`config.mk`:
```
export PLATFORM = sky130hd
export DESIGN_NAME = busca_instrucao
export DESIGN_NICKNAME = d
export VERILOG_FILES = /design/src/rtl/busca_instrucao.sv
export SDC_FILE = /design/constraint.sdc
export NUM_CORES = 1
export LEC_CHECK = 0
export ABC_AREA = 0
export BUFFER_PORTS_ARGS = -buffer_cell sky130_fd_sc_hd__buf_2
export CORE_MARGIN = 8
export CORE_UTILIZATION = 43
export CTS_CLUSTER_DIAMETER = 100
export DETAILED_ROUTE_END_ITERATION = 10
export GPL_ROUTABILITY_DRIVEN = 1
export PLACE_DENSITY = 0.75
export SKIP_CTS_REPAIR_TIMING = 1
export SLEW_MARGIN = 25
export SYNTH_ARGS = -nofsm -noshare
export SYNTH_HDL_FRONTEND = slang
export SYNTH_SLANG_ARGS = --single-unit
```
`constraint.sdc`:
```
create_clock -name clock -period 1.43 [get_ports clock]
set_clock_uncertainty 0.15 [all_clocks]
set_input_delay 0.143 -clock clock [delete_from_list [all_inputs] [get_ports clock]]
set_output_delay 0.143 -clock clock [all_outputs]
set_load 0.05 [all_outputs]
```
`src/rtl/busca_instrucao.sv`:
```
// rtl/busca_instrucao.sv - instruction fetch stage: PC, fetch handshake, IR and field decode
module busca_instrucao #(
    parameter int LARGURA_PC     = 8,
    parameter int PC_INICIAL     = 0,
    parameter int TIMEOUT_ESPERA = 15
) (
    input  logic                  clock,
    input  logic                  reset,
    output logic                  mem_req,
    output logic [LARGURA_PC-1:0] mem_end,
    input  logic                  mem_ack,
    input  logic [7:0]            mem_dado,
    input  logic                  EscPC,
    input  logic                  Ji,
    input  logic                  Beqz,
    input  logic                  Zero,
    input  logic                  STOP,
    output logic [2:0]            opcode,
    output logic [1:0]            BitVerificacao,
    output logic [1:0]            reg_a,
    output logic [1:0]            reg_b,
    output logic [4:0]            imediato,
    output logic                  instr_valida,
    output logic [LARGURA_PC-1:0] pc,
    output logic                  parado,
    output logic                  erro_busca
);

    localparam int LARGURA_CNT = $clog2(TIMEOUT_ESPERA + 1);

    typedef enum logic [1:0] {
        OCIOSO,
        BUSCA,
        EXECUTA,
        PARADO
    } estado_t;

    estado_t                estado;
    logic [7:0]             ir;
    logic [LARGURA_CNT-1:0] cnt_espera;
    logic [LARGURA_PC-1:0]  alvo_salto;

    // Fields overlap on purpose; Controle picks the ones that apply to each opcode
    assign opcode         = ir[7:5];
    assign reg_a          = ir[4:3];
    assign reg_b          = ir[2:1];
    assign BitVerificacao = ir[1:0];
    assign imediato       = ir[4:0];
    assign alvo_salto     = LARGURA_PC'(ir[4:0]);
    assign mem_end        = pc;

    // Fetch/execute sequencer; every output is registered so reset clears them at once
    always_ff @(posedge clock or negedge reset) begin
        if (!reset) begin
            estado       <= OCIOSO;
            pc           <= LARGURA_PC'(PC_INICIAL);
            ir           <= '0;
            cnt_espera   <= '0;
            mem_req      <= 1'b0;
            instr_valida <= 1'b0;
            parado       <= 1'b0;
            erro_busca   <= 1'b0;
        end else begin
            case (estado)
                OCIOSO: begin
                    estado  <= BUSCA;
                    mem_req <= 1'b1;
                end
                BUSCA: begin
                    if (mem_ack) begin
                        ir           <= mem_dado;
                        cnt_espera   <= '0;
                        mem_req      <= 1'b0;
                        instr_valida <= 1'b1;
                        estado       <= EXECUTA;
                    end else if (cnt_espera == LARGURA_CNT'(TIMEOUT_ESPERA - 1)) begin
                        // This is the TIMEOUT_ESPERA-th unanswered cycle: give up for good
                        erro_busca <= 1'b1;
                        parado     <= 1'b1;
                        mem_req    <= 1'b0;
                        estado     <= PARADO;
                    end else begin
                        cnt_espera <= cnt_espera + LARGURA_CNT'(1);
                    end
                end
                EXECUTA: begin
                    if (STOP) begin
                        instr_valida <= 1'b0;
                        parado       <= 1'b1;
                        estado       <= PARADO;
                    end else if (EscPC) begin
                        instr_valida <= 1'b0;
                        mem_req      <= 1'b1;
                        estado       <= BUSCA;
                        if (Ji || (Beqz && Zero)) begin
                            pc <= alvo_salto;
                        end else begin
                            pc <= pc + LARGURA_PC'(1);
                        end
                    end
                end
                PARADO: begin
                    estado <= PARADO;
                end
            endcase
        end
    end

endmodule

```
==> results.cfg, run 1 <==
[timing]
hold_slack_ps = -74.1
setup_tns_ps = -437
relSlewSlack_pct = 60.8
fmax_mhz = 656
layout_setup_ws_ps = -93.7
period_share_pct = 107
rsz0062_at_grt = true
fin_crit_ps = 1520
slew_violations = 0
final_hold_viol_count = 1
setup_violations = 15
worst_pin_slew_ps = 588

[global_routing]
use_met1_pct = 13.9
grt_use_met2_pct = 23.4
grt_max_degree = 27
grt_pass1_vias = 1255
grt-busiest-layer = met2
antenna_found_initial = 0
grt_overflow = 0
grt_usage_pct = 13.2
grt_pass1_wl_um = 5560
grt_util_met3_pct = 3.91

[run_status]
violations = hold timing, setup timing
outcome = finished, violations left

[floorplan]
dieHeight_um = 71.8
fp.dieArea_mm2 = 0.00516
core_region_area_mm2 = 0.00300
ios = 50
rows = 20
die_x_um = 71.8
initial_core_util_pct = 44.6

[worst_setup_path]
cp_data_arrival_time_ps = 1660
endpoint_kind = register
r2r-end = mem_end[7]
crit_type = register to register
crit_start = mem_end[1]
r2r-start = mem_end[1]
endpoint = mem_end[7]
start_kind = register
r2r_cells = 4
path_max_fanout = 5
worst-endpoint-required_ps = 1560
r2r_slack_ps = -90

[clock_tree]
cts.sinks = 26
cts_tree = yes
clkLatencyLatePin_ps = 330
clock-root-buffer = clkbuf_4
clkTransAtPathRegs_ps = 140
cts_max_level = 1
numCtsBuffers = 3
clockBufferDepth = 2

[power_and_ir_drop]
p_clk_share_pct = 29.1
powerDensity_mw_per_mm2 = 680
power.leakage_nw = 1.00
power.share.sequential_pct = 57.0
swShare_pct = 26.3
intPower_uw = 971
finalPower_mw = 1.32
power.switching_uw = 346
p_comb_share_pct = 13.9
ir_worst_vdd_mv = 0.523

[detailed_routing]
dr.pass1.iters = 4
vias = 1306
remaining_drc_errors = 0
ant_nets = 0
wl_per_cell_um = 16.3
drt_iter0_drc = 45
vias_per_cell = 5.51
totalWireLength_um = 3860

[synthesis]
synthCells = 133
synth-warning-count = 0
synth_flop_cell = dfrtp_1
netlist_area_mm2 = 0.00134
synth_edf_count = 0
ys_seq_elements = 26
yosysUniqueCellTypes = 32
synthArstFlopShare_pct = 100
avgSynthCellArea_um2 = 10.1
yosysSeqAreaShare_pct = 48.6
syn_nets = 152

[job]
drv_cap = 0

[min_path]
min_path_type = primary input to register
worstHoldStart = STOP

[cells_and_area]
syn_to_final_growth_pct = 44.5
drive_gt1_share_pct = 53.4
fin_nets = 224
fillCellCount = 251
fin_util_pct = 64.5
antenna_cells = 0

[place]
place_congestion = 0.843
hpwl_um = 2670
port_buffers = 49
sequential cells by signal (all words and copies together), names as in the netlist:
signal        count
cnt_espera        4
ir                8
erro_busca        1
mem_end           8
parado            1
instr_valida      1
mem_req           1
estado            2
layer usage:
layer	part of all wire, %	wire length, µm	up-vias
met5	0	0	-
met4	2.6	100	0
met3	6.8	261	11
met2	52	1990	50
met1	39	1500	633
li1	-	-	612
Yosys cell counts (2+ instances only):
master | n | area (µm²)
a21oi_1 | 14 | 70.1
buf_4 | 14 | 105
a31oi_1 | 2 | 12.5
mux2_2 | 8 | 90.1
nand4_1 | 2 | 12.5
nor2_1 | 8 | 30.0
inv_1 | 5 | 18.8
o21ai_0 | 14 | 70.1
dfrtp_1 | 26 | 651
a21o_1 | 2 | 15.0
nand2_1 | 8 | 30.0
nand3_1 | 8 | 40.0
ha_1 | 3 | 37.5
power groups by stage:
stage / clock network [mW] / registers [mW] / logic, mW
global placement: 0 / 0.763 / 0.145
floorplan: 0 / 0.794 / 0.0533
global route: 0.419 / 0.752 / 0.196
detailed placement: 0 / 0.764 / 0.149
CTS: 0.387 / 0.750 / 0.149
finish: 0.383 / 0.750 / 0.184
area by class of cell:
class | instances | area (µm²) | area share (%)
flip-flops and latches | 26 | 661 | 34.1
clock buffers | 4 | 36.3 | 1.87
inverters | 5 | 18.8 | 0.969
repair buffers | 81 | 551 | 28.4
well taps | 33 | 41.3 | 2.13
multi-input cells | 88 | 629 | 32.5
worst min path at each step:
stage | to | slack [ps] | cells past startpoint
after floorplan | cnt_espera[0] | -300 | 0
after global placement | erro_busca | 20 | 1
after detailed placement | mem_end[5] | 30 | 1
after CTS | mem_end[5] | -340 | 1
after global routing | parado | -80 | 2
final | parado | -70 | 2
cell usage in the layout, fill, tap and decap left out, drive strengths merged:
| master | instances |
|---|---|
| buf | 70 |
| dfrtp | 26 |
| a21oi | 14 |
| o21ai | 14 |
| nand2 | 10 |
| dlygate4sd3 | 9 |
| mux2 | 8 |
| nor2 | 8 |
| nand3 | 8 |
| clkbuf | 6 |
| inv | 5 |
| ha | 3 |
| a21o | 2 |
| a31oi | 2 |
| nand4 | 2 |
| and2b | 1 |
| and3b | 1 |
| nand3b | 1 |
| nand2b | 1 |
| nor3 | 1 |
| and3 | 1 |
| nand4bb | 1 |
| a22oi | 1 |
| or4 | 1 |
| nor4 | 1 |
| a211o | 1 |
| or2 | 1 |
| o211ai | 1 |
| and4 | 1 |
| or3 | 1 |
| o31ai | 1 |
| a21boi | 1 |
stage by stage:
stage	hold WS [ps]	worst slack, ps	area (µm²)	cells
6_report	-74.1	-93.7	1940	237
2_1_floorplan	-303	-168	1360	133
5_1_grt	-82.3	-176	1940	237
3_3_place_gp	17.7	-38.8	1660	216
4_1_cts	-339	-128	1690	220
3_5_place_dp	26.5	-90.3	1660	216
worst max-delay path, cell delays in order, from the launching register on:
cell and delay, ps:
dfrtp_2 450, nand3_2 130, or4_4 530, a21oi_2 130
a21o_1 90
kinds of logic (layout without fill, tap and decap cells):
group	after synthesis	count (layout)	synth area share (%)
mux	8	8	6.72
buf+inv	20	90	9.52
fa+ha+maj	3	3	2.80
simple gates	39	40	17.0
compound gates	37	37	15.4
flops	26	26	48.6
Power figures use the tool's default switching activity.
==> run 2: changes to the inputs <==
Settings changed: PLACE_DENSITY 0.75 to 0.74.
==> results.cfg, run 2 (synthesized netlist as in run 1, its figures left out) <==
[timing]
relSlewSlack_pct = 60.5
rsz0062_at_grt = true
fmax_mhz = 646
setup_violations = 10
fin_crit_ps = 1550
period_share_pct = 108
layout_setup_ws_ps = -118
final_hold_viol_count = 0
worst_pin_slew_ps = 593
slew_violations = 0
hold_slack_ps = 27.0

[cells_and_area]
drive_gt1_share_pct = 53.2
fillCellCount = 262
fin_nets = 221
layout_common_cells = buf_2 (41), buf_4 (25), dfrtp_1 (18)
mostFrequentLayoutCell = buf_2
post-route-cell-area_mm2 = 0.00190
seqCellArea_um2 = 661
syn_to_final_growth_pct = 42.1
multi_input_area_um2 = 619
antenna_cells = 0

[power_and_ir_drop]
power.leakage_nw = 0.983
p_clk_share_pct = 28.4
power.switching_uw = 330
p_comb_share_pct = 13.9
intPower_uw = 973
finalPower_mw = 1.30
power.share.sequential_pct = 57.7
swShare_pct = 25.3
ir_worst_vdd_mv = 0.565
powerDensity_mw_per_mm2 = 684

[global_routing]
grt_pass1_vias = 1193
grt_overflow = 0
antenna_found_initial = 0
grt_pass1_wl_um = 5310
grt_max_degree = 27
grt_usage_pct = 12.5

[detailed_routing]
drt_iter0_drc = 80
wl_per_cell_um = 15.7
ant_nets = 0
vias = 1249
dr.pass1.iters = 4
totalWireLength_um = 3680
remaining_drc_errors = 0
vias_per_cell = 5.34

[clock_tree]
cts_max_level = 1
clockBufferDepth = 2
cts_tree = yes
cts.sinks = 26
numCtsBuffers = 3
clkLatencyLatePin_ps = 320
clock-root-buffer = clkbuf_4
clkTransAtPathRegs_ps = 130

[place]
preCtsSetupSlack_ps = -125
place_congestion = 0.852
port_buffers = 49
hpwl_um = 2740
placed_cell_area_mm2 = 0.00167

[worst_setup_path]
endpoint_kind = register
path_max_fanout = 4
worst-endpoint-required_ps = 1550
crit_type = register to register
r2r_slack_ps = -120
r2r-start = estado[0]
cp_data_arrival_time_ps = 1670
r2r-end = mem_end[7]
r2r_cells = 4
crit_start = estado[0]
start_kind = register

[run_status]
outcome = finished, violations left
violations = setup timing

[floorplan]
initial_core_util_pct = 44.6
die_x_um = 71.8
core_region_area_mm2 = 0.00300
dieHeight_um = 71.8
fp.dieArea_mm2 = 0.00516
ios = 50
rows = 20

[job]
drv_cap = 0

[min_path]
worstHoldStart = STOP
hold_depth = 3
whs_endpoint = parado
min_path_type = primary input to register
-- run 2: cell count changes in the layout (fill, tap and decap cells not counted), sizes merged --
cell / delta
clkbuf: -2
nand2: -1
-- run 2: worst max-delay path, stage by stage, from the launching register on --
cell,delay (ps)
dfrtp_1,440
nand4bb_4,210
or4_4,490
a21oi_2,130
a21o_1,90
-- run 2: area by class of cell --
type / instances / share of cell area [%]
sequential: 26 / 34.7
multi-input combinational: 87 / 32.5
timing repair buffer: 79 / 27.7
tap: 33 / 2.17
clock buffer: 4 / 1.91
inverter: 5 / 0.986
-- run 2: power groups by stage --
stage	clock, mW	combinational (mW)	sequential, mW
after global routing	0.400	0.196	0.753
after CTS	0.379	0.150	0.750
after global placement	0	0.147	0.763
after floorplan	0	0.0533	0.794
final	0.370	0.182	0.751
after detailed placement	0	0.150	0.764
-- run 2: worst max path at each step --
stage / to / depth (start not counted)
3_5_place_dp: ir[4] / 3
2_1_floorplan: mem_end[7] / 4
4_1_cts: ir[4] / 3
3_3_place_gp: ir[6] / 3
5_1_grt: mem_end[7] / 4
6_report: mem_end[7] / 4
-- run 2: metrics by stage --
step	TNS, ps	instances	util [%]
floorplan	-518	133	-
global placement	-492	217	55.5
detailed placement	-1180	217	55.5
CTS	-1520	221	56.7
global route	-1460	234	63.4
finish	-578	234	63.4
-- run 2: layer usage --
| layer | up-vias | wire length [µm] | share of wire (%) | GRT usage [%] |
|---|---|---|---|---|
| met1 | 602 | 1490 | 40 | 13.9 |
| li1 | 597 | - | - | - |
| met5 | - | 0 | 0 | 0 |
| met2 | 46 | 1930 | 52 | 22.1 |
| met4 | 0 | 31 | 0.84 | 4.99 |
| met3 | 4 | 230 | 6.3 | 3.35 |
==> run 3: changes to the inputs <==
Settings changed: CORE_ASPECT_RATIO set to 0.9.
==> results.cfg, run 3 (synthesized netlist as in run 1, its figures left out) <==
[min_path]
min_path_type = primary input to register

[worst_setup_path]
path_max_fanout = 4
cp_data_arrival_time_ps = 1640
worst-endpoint-required_ps = 1540
start_kind = register
endpoint_kind = register
r2r_slack_ps = -100
crit_type = register to register

[timing]
setup_violations = 15
final_hold_viol_count = 0
slew_violations = 0
worst_pin_slew_ps = 580
layout_setup_ws_ps = -100
relSlewSlack_pct = 61.4
fin_crit_ps = 1530
period_share_pct = 107
rsz0062_at_grt = true
fmax_mhz = 654

[place]
hpwl_um = 2680
place_congestion = 0.840
port_buffers = 49
dp.cells = 228

[power_and_ir_drop]
power.leakage_nw = 1.02
finalPower_mw = 1.30
powerDensity_mw_per_mm2 = 649
ir_worst_vdd_mv = 0.406

[global_routing]
grt_pass1_vias = 1239
grt_usage_pct = 13.1
grt-busiest-layer = met2
grt_max_degree = 27
grt_use_met2_pct = 23.1
use_met1_pct = 15.1
grt_overflow = 0
antenna_found_initial = 0
grt_pass1_wl_um = 5350
grt_util_met3_pct = 4.48

[clock_tree]
numCtsBuffers = 3
cts_tree = yes
clock-root-buffer = clkbuf_4
clkTransAtPathRegs_ps = 140
cts_max_level = 1
cts.sinks = 26
clkLatencyLatePin_ps = 310
clockBufferDepth = 2

[floorplan]
dieHeight_um = 69.0
initial_core_util_pct = 44.4
core_region_area_mm2 = 0.00302
rows = 19
die_x_um = 74.8
fp.dieArea_mm2 = 0.00516
ios = 50

[cells_and_area]
fin_util_pct = 66.5
drive_gt1_share_pct = 55.4
fin_nets = 224
layout_common_cells = buf_2 (42), buf_4 (22), dfrtp_1 (19)
mostFrequentLayoutCell = buf_2
fin_cells = 246
antenna_cells = 0
syn_to_final_growth_pct = 49.9

[detailed_routing]
dr.pass1.iters = 4
totalWireLength_um = 3770
drt_iter0_drc = 71
wl_per_cell_um = 15.3
vias_per_cell = 5.20
remaining_drc_errors = 0
ant_nets = 0
vias = 1278

[run_status]
outcome = finished, violations left
violations = setup timing

[job]
drv_cap = 0
[run 3: final timing paths]
check,startpoint,end,depth (start not counted)
min,EscPC,estado[0],3
max reg2reg,estado[0],mem_end[7],4
min in group asynchronous,reset,erro_busca,2
min reg2reg,erro_busca,erro_busca,1
max in group asynchronous,reset,mem_end[2],2
max,estado[0],mem_end[7],4
[run 3: power by group]
part	total, mW	internal (mW)	switching [mW]
Clock	0.368	0.155	0.213
Sequential	0.751	0.744	0.00774
Combinational	0.183	0.0714	0.112
Total	1.30	0.971	0.333
[run 3: through the flow]
step / worst slack, ps / hold slack (ps) / area, µm² / TNS [ps]
2_1_floorplan: -168 / -303 / 1360 / -518
3_3_place_gp: -38.6 / 16.1 / 1690 / -316
3_5_place_dp: -69.2 / 27.1 / 1690 / -646
4_1_cts: -106 / -332 / 1730 / -1030
5_1_grt: -181 / 7.85 / 2010 / -1820
6_report: -100 / 6.73 / 2010 / -843
[run 3: per-layer routing]
layer	vias up	wire, µm
met5	-	0
met4	0	113
met3	10	223
met2	45	1900
met1	617	1530
li1	606	-
[run 3: layout make-up]
| type | count | area [µm²] |
|---|---|---|
| sequential | 26 | 659 |
| fill | 228 | 1010 |
| inverter | 5 | 21.3 |
| clock buffer | 4 | 36.3 |
| tap | 42 | 52.6 |
| timing repair buffer | 82 | 563 |
| multi-input combinational | 87 | 676 |
[run 3: worst max-delay path, stage by stage (launching register included)]
cell	delay [ps]
dfrtp_1	430
nand4bb_4	200
or4_4	490
a21oi_2	130
a21o_1	90
